[config.mk]
export PLATFORM = sky130hd
export DESIGN_NAME = tacho_capture
export DESIGN_NICKNAME = d
export VERILOG_FILES = /design/src/rtl/tacho_capture.sv
export SDC_FILE = /design/constraint.sdc
export NUM_CORES = 1
export LEC_CHECK = 0
export CORE_MARGIN = 2
export CORE_UTILIZATION = 45
export DETAILED_ROUTE_END_ITERATION = 8
export DONT_BUFFER_PORTS = 1
export SYNTH_ARGS = -nofsm -noshare
export SYNTH_HDL_FRONTEND = slang
export SYNTH_SLANG_ARGS = --single-unit
[constraint.sdc]
create_clock -name I_clk -period 9.9 [get_ports I_clk]
set_input_delay 1.98 -clock I_clk [delete_from_list [all_inputs] [get_ports I_clk]]
set_output_delay 1.98 -clock I_clk [all_outputs]
set_load 0.01 [all_outputs]
[src/rtl/tacho_capture.sv]
// Dual-channel tachometer capture: period, phase, direction and up/down pulse count,
// with stall detection. All async inputs are synchronized and edge-detected locally.
module tacho_capture #(
  parameter int SYNC_STAGES = 2
) (
  input  logic        I_clk,
  input  logic        I_reset_n,
  input  logic        I_spd1,
  input  logic        I_spd2,
  input  logic        I_enable,
  input  logic        I_load,
  input  logic [31:0] I_init_cnt,
  input  logic [31:0] I_timeout,
  output logic [31:0] O_period,
  output logic [31:0] O_phase,
  output logic        O_dir,
  output logic [31:0] O_pulse_cnt,
  output logic        O_valid,
  output logic        O_stall
);

  typedef enum logic [1:0] {IDLE, WAIT_FIRST, MEASURE, STALLED} state_e;

  function automatic logic [31:0] sat_inc(input logic [31:0] v);
    return (v == 32'hFFFF_FFFF) ? v : v + 32'd1;
  endfunction

  // Channel index: 0 = spd1, 1 = spd2, 2 = load
  logic [2:0]                  async_in;
  logic [2:0][SYNC_STAGES-1:0] sync_q;
  logic [SYNC_STAGES-1:0]      fill_q;
  logic [2:0]                  hist_q;
  logic [2:0]                  armed_q;
  logic [2:0]                  sync_last;
  logic [2:0]                  rise;
  logic                        primed;

  assign async_in = {I_load, I_spd2, I_spd1};
  assign primed   = fill_q[SYNC_STAGES-1];

  always_comb begin
    for (int ch = 0; ch < 3; ch++) sync_last[ch] = sync_q[ch][SYNC_STAGES-1];
  end

  // A channel arms only once a genuine low sample has reached the chain end,
  // so a line already high at reset release never looks like a rise.
  assign rise = armed_q & sync_last & ~hist_q;

  always_ff @(posedge I_clk or negedge I_reset_n) begin
    if (!I_reset_n) begin
      sync_q  <= '0;
      fill_q  <= '0;
      hist_q  <= '0;
      armed_q <= '0;
    end else begin
      for (int ch = 0; ch < 3; ch++)
        sync_q[ch] <= {sync_q[ch][SYNC_STAGES-2:0], async_in[ch]};
      fill_q  <= {fill_q[SYNC_STAGES-2:0], 1'b1};
      hist_q  <= sync_last;
      armed_q <= armed_q | ({3{primed}} & ~sync_last);
    end
  end

  logic s1_rise, s2_rise, ld_rise, s2_lvl;
  assign s1_rise = rise[0];
  assign s2_rise = rise[1];
  assign ld_rise = rise[2];
  assign s2_lvl  = sync_last[1];

  state_e      state_q, state_d;
  logic [31:0] period_cnt_q, period_cnt_d;
  logic [31:0] phase_cnt_q, phase_cnt_d;
  logic        phase_arm_q, phase_arm_d;
  logic [31:0] period_q, period_d;
  logic [31:0] phase_q, phase_d;
  logic        dir_q, dir_d;
  logic [31:0] pcnt_q, pcnt_d;
  logic        valid_q, valid_d;
  logic        stall_q, stall_d;
  logic        stall_hit;

  assign stall_hit = (I_timeout != 32'd0) && (sat_inc(period_cnt_q) >= I_timeout);

  always_ff @(posedge I_clk or negedge I_reset_n) begin
    if (!I_reset_n) state_q <= IDLE;
    else            state_q <= state_d;
  end

  always_comb begin
    state_d = state_q;
    if (!I_enable) begin
      state_d = IDLE;
    end else begin
      case (state_q)
        IDLE:       state_d = WAIT_FIRST;
        WAIT_FIRST: if (s1_rise) state_d = MEASURE;
        MEASURE:    if (!s1_rise && stall_hit) state_d = STALLED;
        STALLED:    if (s1_rise) state_d = MEASURE;
        default:    state_d = IDLE;
      endcase
    end
  end

  always_comb begin
    period_cnt_d = period_cnt_q;
    phase_cnt_d  = phase_cnt_q;
    phase_arm_d  = phase_arm_q;
    period_d     = period_q;
    phase_d      = phase_q;
    dir_d        = dir_q;
    pcnt_d       = pcnt_q;
    valid_d      = 1'b0;
    stall_d      = stall_q;
    if (!I_enable) begin
      period_cnt_d = '0;
      phase_cnt_d  = '0;
      phase_arm_d  = 1'b0;
      period_d     = '0;
      phase_d      = '0;
      stall_d      = 1'b0;
    end else if (state_q != IDLE) begin
      if (state_q == MEASURE || state_q == STALLED) begin
        period_cnt_d = sat_inc(period_cnt_q);
        phase_cnt_d  = sat_inc(phase_cnt_q);
      end
      if (s2_rise && phase_arm_q) begin
        phase_d     = sat_inc(phase_cnt_q);
        phase_arm_d = 1'b0;
      end
      if (s1_rise) begin
        dir_d        = s2_lvl;
        pcnt_d       = s2_lvl ? pcnt_q - 32'd1 : pcnt_q + 32'd1;
        period_cnt_d = '0;
        phase_cnt_d  = '0;
        phase_arm_d  = 1'b1;
        // Coincident edges: zero phase, and this spd1 rise has already been matched
        if (s2_rise) begin
          phase_d     = '0;
          phase_arm_d = 1'b0;
        end
        if (state_q == MEASURE) begin
          period_d = sat_inc(period_cnt_q);
          valid_d  = 1'b1;
        end
        if (state_q == STALLED) stall_d = 1'b0;
      end else if (state_q == MEASURE && stall_hit) begin
        period_d = '0;
        stall_d  = 1'b1;
      end
    end
    if (ld_rise) pcnt_d = I_init_cnt;
  end

  always_ff @(posedge I_clk or negedge I_reset_n) begin
    if (!I_reset_n) begin
      period_cnt_q <= '0;
      phase_cnt_q  <= '0;
      phase_arm_q  <= 1'b0;
      period_q     <= '0;
      phase_q      <= '0;
      dir_q        <= 1'b0;
      pcnt_q       <= '0;
      valid_q      <= 1'b0;
      stall_q      <= 1'b0;
    end else begin
      period_cnt_q <= period_cnt_d;
      phase_cnt_q  <= phase_cnt_d;
      phase_arm_q  <= phase_arm_d;
      period_q     <= period_d;
      phase_q      <= phase_d;
      dir_q        <= dir_d;
      pcnt_q       <= pcnt_d;
      valid_q      <= valid_d;
      stall_q      <= stall_d;
    end
  end

  assign O_period    = period_q;
  assign O_phase     = phase_q;
  assign O_dir       = dir_q;
  assign O_pulse_cnt = pcnt_q;
  assign O_valid     = valid_q;
  assign O_stall     = stall_q;

endmodule

==> impl_metrics.env <==
export IMPL_drt_iter0_drc=706
export IMPL_synthArstFlopShare_pct=100
export IMPL_drc=0
export IMPL_routabilityCongestion=0.881
export IMPL_ys_seq_area_share_pct=39.8
export IMPL_critical_path_required_ns=10.22
export IMPL_design_area_um2=12100
export IMPL_worstMarginPinSlew_ns=1.17
export IMPL_crit_path_end_kind="flop"
export IMPL_drv_slew=0
export IMPL_slew_headroom_pct=21.6
export IMPL_antenna_cells=0
export IMPL_nFillCells=2438
export IMPL_die_h_um=163
export IMPL_cts_buffer_depth=2
export IMPL_wl_per_cell_um=18.8
export IMPL_crit_chain="nand3_1, nor3_2, nand3_1, a2111oi_4, and2_1, nand2_1, xnor2_1, ha_1, a21o_1, a21o_1, a21o_1, a21o_1, a211oi_1, o21bai_1, a21oi_1, nor2_1, buf_4, a41o_1"
export IMPL_die_x_um=163
export IMPL_slowest_delay_ns=0.50
export IMPL_path_buf_inv=1
export IMPL_drive_gt1_share_pct=6.20
export IMPL_finalCriticalPeriod_ns=4.41
export IMPL_cp_common_cell="a21o_1"
export IMPL_yosys_warnings=0
export IMPL_holdWs_ns=0.350
export IMPL_grt_use_total_pct=22.7
export IMPL_powerDensity_nw_per_um2=153
export IMPL_grt_max_degree=181
export IMPL_dr_pass1_iters=6
export IMPL_wirelength_um=29900
export IMPL_cts_hold_buf=0
export IMPL_cts_sinks=180
export IMPL_syn2layout_area_growth_pct=6.75
export IMPL_r2r_slack_ns=5.49
export IMPL_final_common_cell="dfrtp_1"
export IMPL_cpMaxStageDelayCell="a2111oi_4"
export IMPL_synthTopCellsByArea="dfrtp_1, ha_1, o21ai_0, nand2_1, xor2_1"
export IMPL_portBuffers=0
export IMPL_num_io_pins=169
export IMPL_maxCapViolations=0
export IMPL_syn_nets=1427
export IMPL_cts_made_buffers=17
export IMPL_clkTransAtPathRegs_ns=0.08
export IMPL_avgSynthCellArea_um2=8.76
export IMPL_cts_repair_resized=0
export IMPL_criticalPathCategory="reg -> reg"
export IMPL_cts_max_level=4
export IMPL_die_area_um2=26400
export IMPL_hold_path_class="reg -> reg"
export IMPL_grt_pass1_vias=9034
export IMPL_synthesis_area_um2=11300
export IMPL_cp_top_family="compound AO/OA/AOI/OAI gates"
export IMPL_cp_max_fo=33
export IMPL_dpl_cell_area_um2=11500
export IMPL_grt_pass1_wl_um=48100
export IMPL_synth_flop_cell="dfrtp_1"
export IMPL_timing_fmax_mhz=227
export IMPL_initial_core_util_pct=45.3
export IMPL_postCtsSetupBuffers=0
export IMPL_seq_area_um2=4500
export IMPL_antenna_found_initial=0
export IMPL_coreArea_um2=25000
export IMPL_setup_viol=0
export IMPL_period_share_pct=44.5
export IMPL_cts_tree="yes"
export IMPL_viasPerCell=5.92
export IMPL_gr_total_overflow=0
export IMPL_worst_clock_skew_ns=0.0177
export IMPL_cts_root_buf="clkbuf_16"
export IMPL_layout_common_cells="dfrtp_1, nand2_1, o21ai_0"
export IMPL_synth_top_cell_by_area="dfrtp_1"
export IMPL_synth_top_area_share_pct=39.8
export IMPL_ys_ff_latch=180
export IMPL_ys_types=78
export IMPL_start_kind="flop"
export IMPL_synth_edf_count=0
export IMPL_nets=1380
export IMPL_antenna_left=0
export IMPL_hpwl_um=20800
export IMPL_leakagePower_uw=0.00554
export IMPL_multi_input_area_um2=6310
export IMPL_ir_worst_vdd_mv=0.0997
export IMPL_outcome="complete, no violations"
export IMPL_dr_total_vias=9408
export IMPL_rsz0062_at_grt="no"
export IMPL_rows=58
export IMPL_synth_cells=1292
export IMPL_cp_data_arrival_time_ns=4.73
export IMPL_clk_insertion_delay_late_ns=0.44
export IMPL_hold_viol=0
export IMPL_tns_ns=0
## layout make-up
type                            count  share of cell area, %
Clock buffer                       19                   3.67
Timing Repair Buffer               11                  0.683
Tap cell                          330                   3.42
Sequential cell                   180                   37.3
Clock inverter                     13                   1.13
Inverter                           52                   1.62
Multi-Input combinational cell    983                   52.2
## worst reg2reg max path: cells and delay by family (launching register included)
kind	cells	cell delay (ns)
AO/OA/AOI/OAI	9	2.00
AND/OR/NAND/NOR	6	1.10
flip-flops	1	0.46
adder cells (fa/ha/maj)	1	0.29
buffers and inverters	1	0.24
XOR/XNOR	1	0.22
## logic make-up (layout without fill, tap and decap cells)
kind of cell / after synthesis / count (layout) / synth area share [%]
DFF: 180 / 180 / 39.8
buffers and inverters: 129 / 95 / 4.53
and+or+nand+nor: 419 / 419 / 18.3
adders and majority gates: 65 / 65 / 7.25
AOI/OAI and AO/OA: 406 / 406 / 22.8
xor gates and xnor gates: 87 / 87 / 6.80
muxes: 5 / 5 / 0.453
other: 1 / 1 / 0.0331
## state kept, by name, summed over array words and instances, names as in the netlist
register and cells:
period_cnt_q 32, O_stall 1, O_valid 1, fill_q 2, state_q 2, phase_cnt_q 32, s2_lvl 1, O_pulse_cnt 32
O_phase 32, sync_q 3, O_dir 1, armed_q 3, phase_arm_q 1, O_period 32, sync_last 2, hist_q 3
## synthesized netlist by cell type (5+ instances only)
library cell	count
dfrtp_1	180
nand2_1	163
o21ai_0	155
a21oi_1	72
nand3_1	71
nor2_1	68
ha_1	64
clkbuf_1	61
inv_1	52
xor2_1	44
xnor2_1	42
a21o_1	40
a32oi_1	30
and3_1	29
a22o_1	21
nand4_1	18
a31oi_1	17
o31ai_1	14
o21ai_1	11
buf_2	10
nor4_1	10
a211oi_1	7
and2_1	7
and4_1	6
nand2b_1	6
or4_1	5
## metal layers
metal  GRT usage, %  wire length, um
met1           31.1            14000
met2           36.1            13600
met3           5.40             1960
met4           5.79              459
met5              0                0
## worst paths after layout
kind / start / to / cells past startpoint
worst max-delay path: period_cnt_q[17] / O_stall / 18
worst max register to register: period_cnt_q[17] / O_stall / 18
worst min register to register: fill_q[0] / fill_q[1] / 0
worst min-delay path: fill_q[0] / fill_q[1] / 0
min in group asynchronous: I_reset_n / O_pulse_cnt[11] / 0
max in group asynchronous: I_reset_n / O_pulse_cnt[3] / 0
## metrics by stage
step / cells / util (%) / total power, uW / worst slack, ns
finish: 1588 / 48.4 / 1850 / 5.49
global route: 1588 / 48.4 / 1940 / 5.19
CTS: 1588 / 48.4 / 1860 / 5.52
detailed placement: 1556 / 46.1 / 1170 / 5.53
global placement: 1556 / 46.1 / 1170 / 5.60
floorplan: 1292 / - / 1100 / 5.98
## power breakdown
part | switching, uW | leakage, uW | internal, uW
sequential | 52.2 | 0.00240 | 766
clock | 321 | 0.000281 | 363
combinational | 200 | 0.00285 | 145
Note: power is estimated with default switching activity, not from simulation.
